$ cat config.mk
export PLATFORM = sky130hd
export DESIGN_NAME = mar_agu
export DESIGN_NICKNAME = d
export VERILOG_FILES = /design/src/rtl/mar_pkg.sv /design/src/rtl/mar_step_unit.sv /design/src/rtl/mar_agu.sv
export SDC_FILE = /design/constraint.sdc
export NUM_CORES = 1
export LEC_CHECK = 0
export CORE_ASPECT_RATIO = 0.6
export CORE_UTILIZATION = 51
export CTS_CLUSTER_SIZE = 8
export DETAILED_ROUTE_END_ITERATION = 12
export MAX_ROUTING_LAYER = met4
export PLACE_DENSITY = 0.77
export SLEW_MARGIN = 20
export SYNTH_ARGS = -nofsm -noshare
export SYNTH_HDL_FRONTEND = slang
export SYNTH_SLANG_ARGS = --single-unit
$ cat constraint.sdc
create_clock -name clk -period 3.7 [get_ports clk]
set_input_delay 0.555 -clock clk [delete_from_list [all_inputs] [get_ports clk]]
set_output_delay 0.555 -clock clk [all_outputs]
set_load 0.01 [all_outputs]
$ cat src/rtl/mar_pkg.sv
// Shared definitions for the memory address register / address generator.
// Latency: n/a (types and constants only).
// Backpressure: n/a.
package mar_pkg;

    typedef enum logic [1:0] {
        ST_IDLE = 2'd0,
        ST_REQ  = 2'd1,
        ST_DONE = 2'd2
    } mar_state_t;

    localparam logic [1:0] CFG_BASE   = 2'd0;
    localparam logic [1:0] CFG_LIMIT  = 2'd1;
    localparam logic [1:0] CFG_STRIDE = 2'd2;
    localparam logic [1:0] CFG_RSVD   = 2'd3;

    // Limit resets to all-ones, so its reset value is expressed as a fill flag.
    localparam int RST_BASE       = 0;
    localparam int RST_STRIDE     = 1;
    localparam bit RST_LIMIT_ONES = 1'b1;

endpackage

$ cat src/rtl/mar_step_unit.sv
// Next-address computation: addr + stride, wrapping to base on carry, overrun of limit or limit<base.
// Latency: combinational.
// Backpressure: none; the caller decides when the result is committed.
module mar_step_unit #(
    parameter int ADDR_W   = 16,
    parameter int STRIDE_W = 8
) (
    input  logic [ADDR_W-1:0]   addr,
    input  logic [ADDR_W-1:0]   base,
    input  logic [ADDR_W-1:0]   limit,
    input  logic [STRIDE_W-1:0] stride,
    output logic [ADDR_W-1:0]   next_addr,
    output logic                wrapped
);

    logic [ADDR_W:0] sum;

    assign sum = {1'b0, addr} + (ADDR_W+1)'(stride);

    always_comb begin
        next_addr = addr;
        wrapped   = 1'b0;
        if (stride != '0) begin
            // A misconfigured window (limit below base) forces every step back to base.
            if (sum[ADDR_W] || (sum[ADDR_W-1:0] > limit) || (limit < base)) begin
                next_addr = base;
                wrapped   = 1'b1;
            end else begin
                next_addr = sum[ADDR_W-1:0];
            end
        end
    end

endmodule

$ cat src/rtl/mar_agu.sv
// Memory address register with strided, windowed stepping and a req/ack memory access FSM.
// Latency: all register updates visible one cycle after the controlling input.
// Backpressure: mem_req held (address frozen) until mem_ack; inputs ignored while busy.
module mar_agu
    import mar_pkg::*;
#(
    parameter int ADDR_W   = 16,
    parameter int BUS_W    = 16,
    parameter int STRIDE_W = 8
) (
    input  logic              clk,
    input  logic              rst_n,
    input  logic              write_enable,
    input  logic [BUS_W-1:0]  c_bus,
    input  logic              cfg_we,
    input  logic [1:0]        cfg_sel,
    input  logic              step_en,
    input  logic              acc_start,
    input  logic              acc_auto_step,
    input  logic              mem_ack,
    output logic [ADDR_W-1:0] memory_address,
    output logic              mem_req,
    output logic              busy,
    output logic              acc_done,
    output logic              wrap
);

    mar_state_t          state_q, state_d;
    logic [ADDR_W-1:0]   addr_q, addr_d;
    logic [ADDR_W-1:0]   base_q, base_d;
    logic [ADDR_W-1:0]   limit_q, limit_d;
    logic [STRIDE_W-1:0] stride_q, stride_d;
    logic                auto_q, auto_d;
    logic                wrap_q, wrap_d;

    logic [ADDR_W-1:0]   step_addr;
    logic                step_wrap;

    generate
        if (BUS_W > ADDR_W) begin : g_bus_hi
            logic unused_bus_hi;
            assign unused_bus_hi = ^c_bus[BUS_W-1:ADDR_W];
        end
    endgenerate

    mar_step_unit #(
        .ADDR_W   (ADDR_W),
        .STRIDE_W (STRIDE_W)
    ) u_step (
        .addr      (addr_q),
        .base      (base_q),
        .limit     (limit_q),
        .stride    (stride_q),
        .next_addr (step_addr),
        .wrapped   (step_wrap)
    );

    always_comb begin
        state_d  = state_q;
        addr_d   = addr_q;
        base_d   = base_q;
        limit_d  = limit_q;
        stride_d = stride_q;
        auto_d   = auto_q;
        wrap_d   = 1'b0;
        case (state_q)
            ST_IDLE: begin
                if (cfg_we) begin
                    case (cfg_sel)
                        CFG_BASE:   base_d   = c_bus[ADDR_W-1:0];
                        CFG_LIMIT:  limit_d  = c_bus[ADDR_W-1:0];
                        CFG_STRIDE: stride_d = c_bus[STRIDE_W-1:0];
                        CFG_RSVD:   ;
                    endcase
                end
                // A load lands before an access starts; a start suppresses a same-cycle step.
                if (write_enable) begin
                    addr_d = c_bus[ADDR_W-1:0];
                end else if (step_en && !acc_start) begin
                    addr_d = step_addr;
                    wrap_d = step_wrap;
                end
                if (acc_start) begin
                    state_d = ST_REQ;
                    auto_d  = acc_auto_step;
                end
            end
            ST_REQ: begin
                if (mem_ack) begin
                    state_d = ST_DONE;
                    if (auto_q) begin
                        addr_d = step_addr;
                        wrap_d = step_wrap;
                    end
                end
            end
            ST_DONE: state_d = ST_IDLE;
            default: state_d = ST_IDLE;
        endcase
    end

    always_ff @(posedge clk or negedge rst_n) begin
        if (!rst_n) begin
            state_q  <= ST_IDLE;
            addr_q   <= '0;
            base_q   <= ADDR_W'(RST_BASE);
            limit_q  <= {ADDR_W{RST_LIMIT_ONES}};
            stride_q <= STRIDE_W'(RST_STRIDE);
            auto_q   <= 1'b0;
            wrap_q   <= 1'b0;
        end else begin
            state_q  <= state_d;
            addr_q   <= addr_d;
            base_q   <= base_d;
            limit_q  <= limit_d;
            stride_q <= stride_d;
            auto_q   <= auto_d;
            wrap_q   <= wrap_d;
        end
    end

    assign memory_address = addr_q;
    assign mem_req        = (state_q == ST_REQ);
    assign busy           = (state_q != ST_IDLE);
    assign acc_done       = (state_q == ST_DONE);
    assign wrap           = wrap_q;

endmodule
# Word-level counts from Yosys, hierarchy flattened
# Index checks and enable logic that the tools add are counted.
# word_totals
ff_bits,60
inputBits,26
# op_classes
add_sub_neg,1
magnitude_cmp,2
eq_ne,8
mux,17
n_reduce_logical,15
# op_table
cell,count
$mux W16,6
$pmux W16 S2,1
$add A16 B8 Y17,1
$gt A16 B16 Y1,1
$lt A16 B16 Y1,1
$reduce_and A3 Y1,3
$reduce_bool A8 Y1,1
$mux W1,6
$eq A2 B1 Y1 const B,2
$eq A2 B2 Y1 const B,2
$logic_not A2 Y1,2
$mux W2,2
$ne A2 B2 Y1 const B,2
$pmux W2 S2,1
$reduce_and A2 Y1,2
$reduce_and A4 Y1,1
$reduce_bool A2 Y1,2
$ne A3 B3 Y1 const B,1
$logic_or A1 B1 Y1,2
$ne A2 B1 Y1 const B,1
$pmux W1 S2,1
$logic_and A1 B1 Y1,1
$logic_not A1 Y1,1

# Logic depth before layout (Yosys ltp)
# depth
depth_word,9
mapped_depth,17

# Cells and area by module
# Synthesis repeated with hierarchy kept, for this count alone.
# hier_totals
cells_unflattened,424
hier_area_um2,4440.5
# modules_own_cells
mod,instances,cells_per_inst,area_each_um2,seq_area_each_um2
mar_agu,1,177,2582.5,1522.7
mar_step_unit,1,247,1858.0,0.0

# Worst setup path after synthesis
# OpenSTA, ideal clock, no wires.
# synth_timing
path_type,flip-flop to flip-flop
startpoint,register stride_q[0]
endpoint,"register addr_q[12], in the netlist memory_address[12]"
setup_time_ns,0.137
arrival_time_ns,3.908
required_ns,3.563
setup_slack_ns,-0.345
path_stages_with_launch,17
n_path_buf,1
period_less_slack_ns,4.045
cell_sequence,dfstp_2 ha_1 inv_1 fa_1 nor2b_1 o31a_1 o21ai_4 a2111oi_0 xor2_1 ha_1 nand4_1 nor4_1 a21oi_1 a2111oi_4 buf_6 mux2i_1 a21oi_1
# synth_between
elab_chain_len,9
# synth_rtl
item,line_no,rtl
start: declaration,mar_agu.sv:32,"logic [STRIDE_W-1:0] stride_q, stride_d;"
start signal: assignment,mar_agu.sv:108,stride_q <= STRIDE_W'(RST_STRIDE);
start signal: assignment,mar_agu.sv:116,stride_q <= stride_d;
$add A16 B8 Y17,mar_step_unit.sv:18,"assign sum = {1'b0, addr} + (ADDR_W+1)'(stride);"
$gt A16 B16 Y1,mar_step_unit.sv:25,if (sum[ADDR_W] || (sum[ADDR_W-1:0] > limit) || (limit < base)) begin
$logic_or A1 B1 Y1 (2 in series),mar_step_unit.sv:25,
$mux W16,mar_step_unit.sv:25,
$mux W16 (*),mar_step_unit.sv:23,if (stride != '0) begin
"$mux W16, on equally long branches","mar_agu.sv:91, mar_agu.sv:79",
"$mux W16, on equally long branches","mar_agu.sv:89, mar_agu.sv:77",
$pmux W16 S2 (*),mar_agu.sv:66,case (state_q)
end signal: assignment,mar_agu.sv:113,addr_q <= addr_d;
end: declaration,mar_agu.sv:29,"logic [ADDR_W-1:0] addr_q, addr_d;"
# Every way passes the cells marked *; elsewhere a longest branch is shown, timed or not. The select of a mux whose other input is x is not followed.
# A chain may end at the register's enable or synchronous reset.

# Final worst setup path
# layout_timing
startpoint,register stride_q[0]
endpoint,"register addr_q[9], in the netlist memory_address[9]"
# The elaborated chain is that of the path after synthesis.

==> out/qor.yml <==
fin_ws_ns: -0.322
synth_flop_cell: "dfrtp_1"
syn_inst: 392
drt-vias-per-instance: 5.92
ant_nets: 0
cts_sinks: 60
yosysTopAreaCell: "dfrtp_1"
crit_required_ns: 3.90
grt_use_total: 0.305
async_reset_ff_frac: 1.00
reg2reg_from: "stride_q[0]$_DFFE_PN1P_"
first_pass_iters: 5
grt_start_max_net_pins: 42
ys_ff_latch: 60
hp-class: "in2async"
initialDrtViolationCount: 315
avgSynthCellArea_um2: 9.78
drc: 0
synth_cell_types: 46
cts_tree: "done"
cp-start-kind: "register"
path_cells: "ha_4, inv_2, fa_2, nor2b_4, o31a_1, o21ai_4, a2111oi_4, xor2_1, ha_1, nand4_1, nor4_4, a21oi_4, a2111oi_4, buf_6, buf_12, mux2i_1, o21ai_1"
synth.area.top_cells: "dfrtp_1 28%, ha_1 13%, dfstp_2 12%"
coreArea_mm2: 0.00727
place_congestion: 0.929
pwr_density_cell_mw_per_mm2: 912
endpoint_kind: "register"
cts_max_level: 3
die_h_um: 69.2
crit_fanout: 7
die_x_um: 114
ios: 46
slowest_stage: "dfstp_2"
vias: 3387
max_slew.worst_pin.slew_ns: 0.954
cp_data_arrival_time_ns: 4.22
cpPeakStageDelay_ns: 0.55
layout.nets: 529
holdBufCountCts: 0
wl_um: 11100
slew_headroom: 0.364
grt-ovfl-total: 0
core.rowCount: 24
wl_per_cell_um: 19.5
root_buffer: "clkbuf_16"
area_growth_pct: 30.5
reg2reg_to: "memory_address[9]$_DFFE_PN0P_"
setup_viol: 17
cts_buffers: 9
yosysWarnings: 0
die-area_mm2: 0.00788
io_buffers: 45
cts_buffer_depth: 2
antenna_found_initial: 0
yosysSeqAreaShare: 0.397
fmax_mhz: 249
syn_area_mm2: 0.00383
finalHoldViolations: 0
cap_violations: 0
r2r_setup_slack_ns: -0.32
clk_latency_ns: 0.34
cts.clk_slew.worst_paths_ns: 0.05
drive_above_1_share: 0.214
grt_pass1_vias: 3163
synth_top_area_share: 0.281
finalCritPeriodShare: 1.09
fin_total_pwr_mw: 4.57
status: "finished with violations"
irDropWorstVdd_v: 0.000409
hpwl_um: 8050
cp_common_cell: "a2111oi_4"
synth_enable_flop_cells: 0
syn_nets: 458
diodes: 0
finalClockSkew_ns: 0.00685
fin_crit_ns: 4.02
r2r_cells: 17
drv_slew: 0
worstSetupPathType: "reg2reg"
timing.hold.ws_ns: 0.372
grt_setup_unrepaired: "true"
grt_pass1_wl_um: 17200
violations: "setup timing"
leakage_nw: 2.18
floorplan.initialDensity: 0.528
-- registers in the layout, indices dropped and copies added, names as in the netlist --
signal	cells
stride_q	8
limit_q	16
state_q	2
auto_q	1
memory_address	16
wrap	1
base_q	16
-- Yosys cell counts, drive strengths merged (2+ instances only) --
master and instances:
inv 41, o211ai 2, a221oi 2, a22oi 12, mux2i 7, nand3 16
buf 2, nor4 3, a21oi 22, nand2 38, a21o 2, mux2 26
dfstp 17, and2 5, a211oi 3, clkbuf 8, nor2b 7, o311ai 9
nand2b 3, o31ai 2, xor2 8, xnor2 4, a2111oi 4, ha 39
nor2 12, o21ai 25, nand4 8, dfrtp 43, nor3 6, and3 2
o22ai 3, o2111ai 2
-- power breakdown --
group / internal, mW / leakage, nW / switching [mW]
sequential: 0.940 / 0.699 / 0.232
clock: 0.507 / 0.140 / 0.284
combinational: 1.22 / 1.34 / 1.38
total: 2.67 / 2.18 / 1.90
-- area by class of cell --
class / instances / area (um^2)
sequential: 60 / 1520
timing repair buffer: 70 / 684
clock buffer: 15 / 278
clock inverter: 1 / 5.00
tap: 104 / 130
fill: 563 / 2260
inverter: 41 / 154
multi-input combinational: 281 / 2230
-- what timing repair did --
action | 4_1_cts | 5_1_grt
setup buffers | 0 | 5
hold endpoints to repair | 0 | 0
endpoints found under the setup margin | 17 | 17
cloned | 0 | 2
gates resized for setup | 2 | 19
pin swaps | 0 | 12
-- worst max-delay path by stage --
stage	endpoint	from
after CTS	memory_address[2]$_DFFE_PN0P_	stride_q[0]$_DFFE_PN1P_
after global routing	memory_address[11]$_DFFE_PN0P_	stride_q[0]$_DFFE_PN1P_
after detailed placement	memory_address[4]$_DFFE_PN0P_	stride_q[0]$_DFFE_PN1P_
after floorplan	memory_address[12]$_DFFE_PN0P_	stride_q[0]$_DFFE_PN1P_
after global placement	memory_address[11]$_DFFE_PN0P_	stride_q[0]$_DFFE_PN1P_
final	memory_address[9]$_DFFE_PN0P_	stride_q[0]$_DFFE_PN1P_
-- layer usage --
metal,GRT usage,part of all wire,vias to the layer above
met3,0.0752,0.096,20
met5,-,0,-
met4,0.107,0.021,0
li1,-,-,1567
met2,0.391,0.41,145
met1,0.462,0.48,1655
-- stage by stage --
stage                     worst slack [ns]  TNS [ns]  std cells  instance area [um^2]   util
final                               -0.322     -4.50        572                  5010  0.689
after global routing                -0.512     -7.73        572                  5010  0.689
after CTS                           -0.216     -2.32        565                  4850  0.668
after detailed placement            -0.256     -3.13        549                  4560  0.628
after global placement              -0.102    -0.756        549                  4560  0.628
after floorplan                     -0.156     -1.75        392                  3880      -
-- worst max-delay path, delay by kind of cell, from the launching register on --
family / cells / cell delay, ns
flops: 1 / 0.55
mux: 1 / 0.20
xor+xnor: 1 / 0.15
fa+ha+maj: 3 / 0.83
compound gates: 6 / 1.06
buf+inv: 3 / 0.34
simple gates: 3 / 0.74
-- cells in the final DEF, fill, tap and decap left out, types with 3 or more instances in the layout --
cell type / Yosys / routed
nand4_1: 8 / 8
and2_1: 5 / 5
mux2i_1: 7 / 7
o311ai_2: 0 / 3
clkbuf_8: 0 / 3
ha_1: 39 / 38
clkdlybuf4s50_1: 0 / 44
nand2b_1: 3 / 3
clkbuf_16: 0 / 11
o22ai_1: 3 / 3
dfrtp_1: 43 / 43
nor3_1: 6 / 4
nand2_1: 38 / 38
dfstp_2: 17 / 17
o21ai_1: 3 / 3
o21ai_0: 21 / 21
buf_4: 0 / 21
nand3_1: 16 / 16
mux2_2: 26 / 26
a22oi_1: 12 / 12
inv_1: 41 / 40
xor2_1: 8 / 8
o311ai_1: 0 / 6
nor2_1: 12 / 11
xnor2_1: 4 / 4
a21oi_1: 22 / 20
nor2b_1: 7 / 6
clkbuf_1: 8 / 3
-- cells by family after synthesis --
| kind of cell | synth area share |
|---|---|
| muxes | 0.0946 |
| adders and majority gates | 0.132 |
| xor gates and xnor gates | 0.0274 |
| and+or+nand+nor | 0.125 |
| AOI/OAI and AO/OA | 0.171 |
| buffers and inverters | 0.0522 |
| DFF | 0.397 |
No activity file was read; power rests on OpenSTA's default activity.
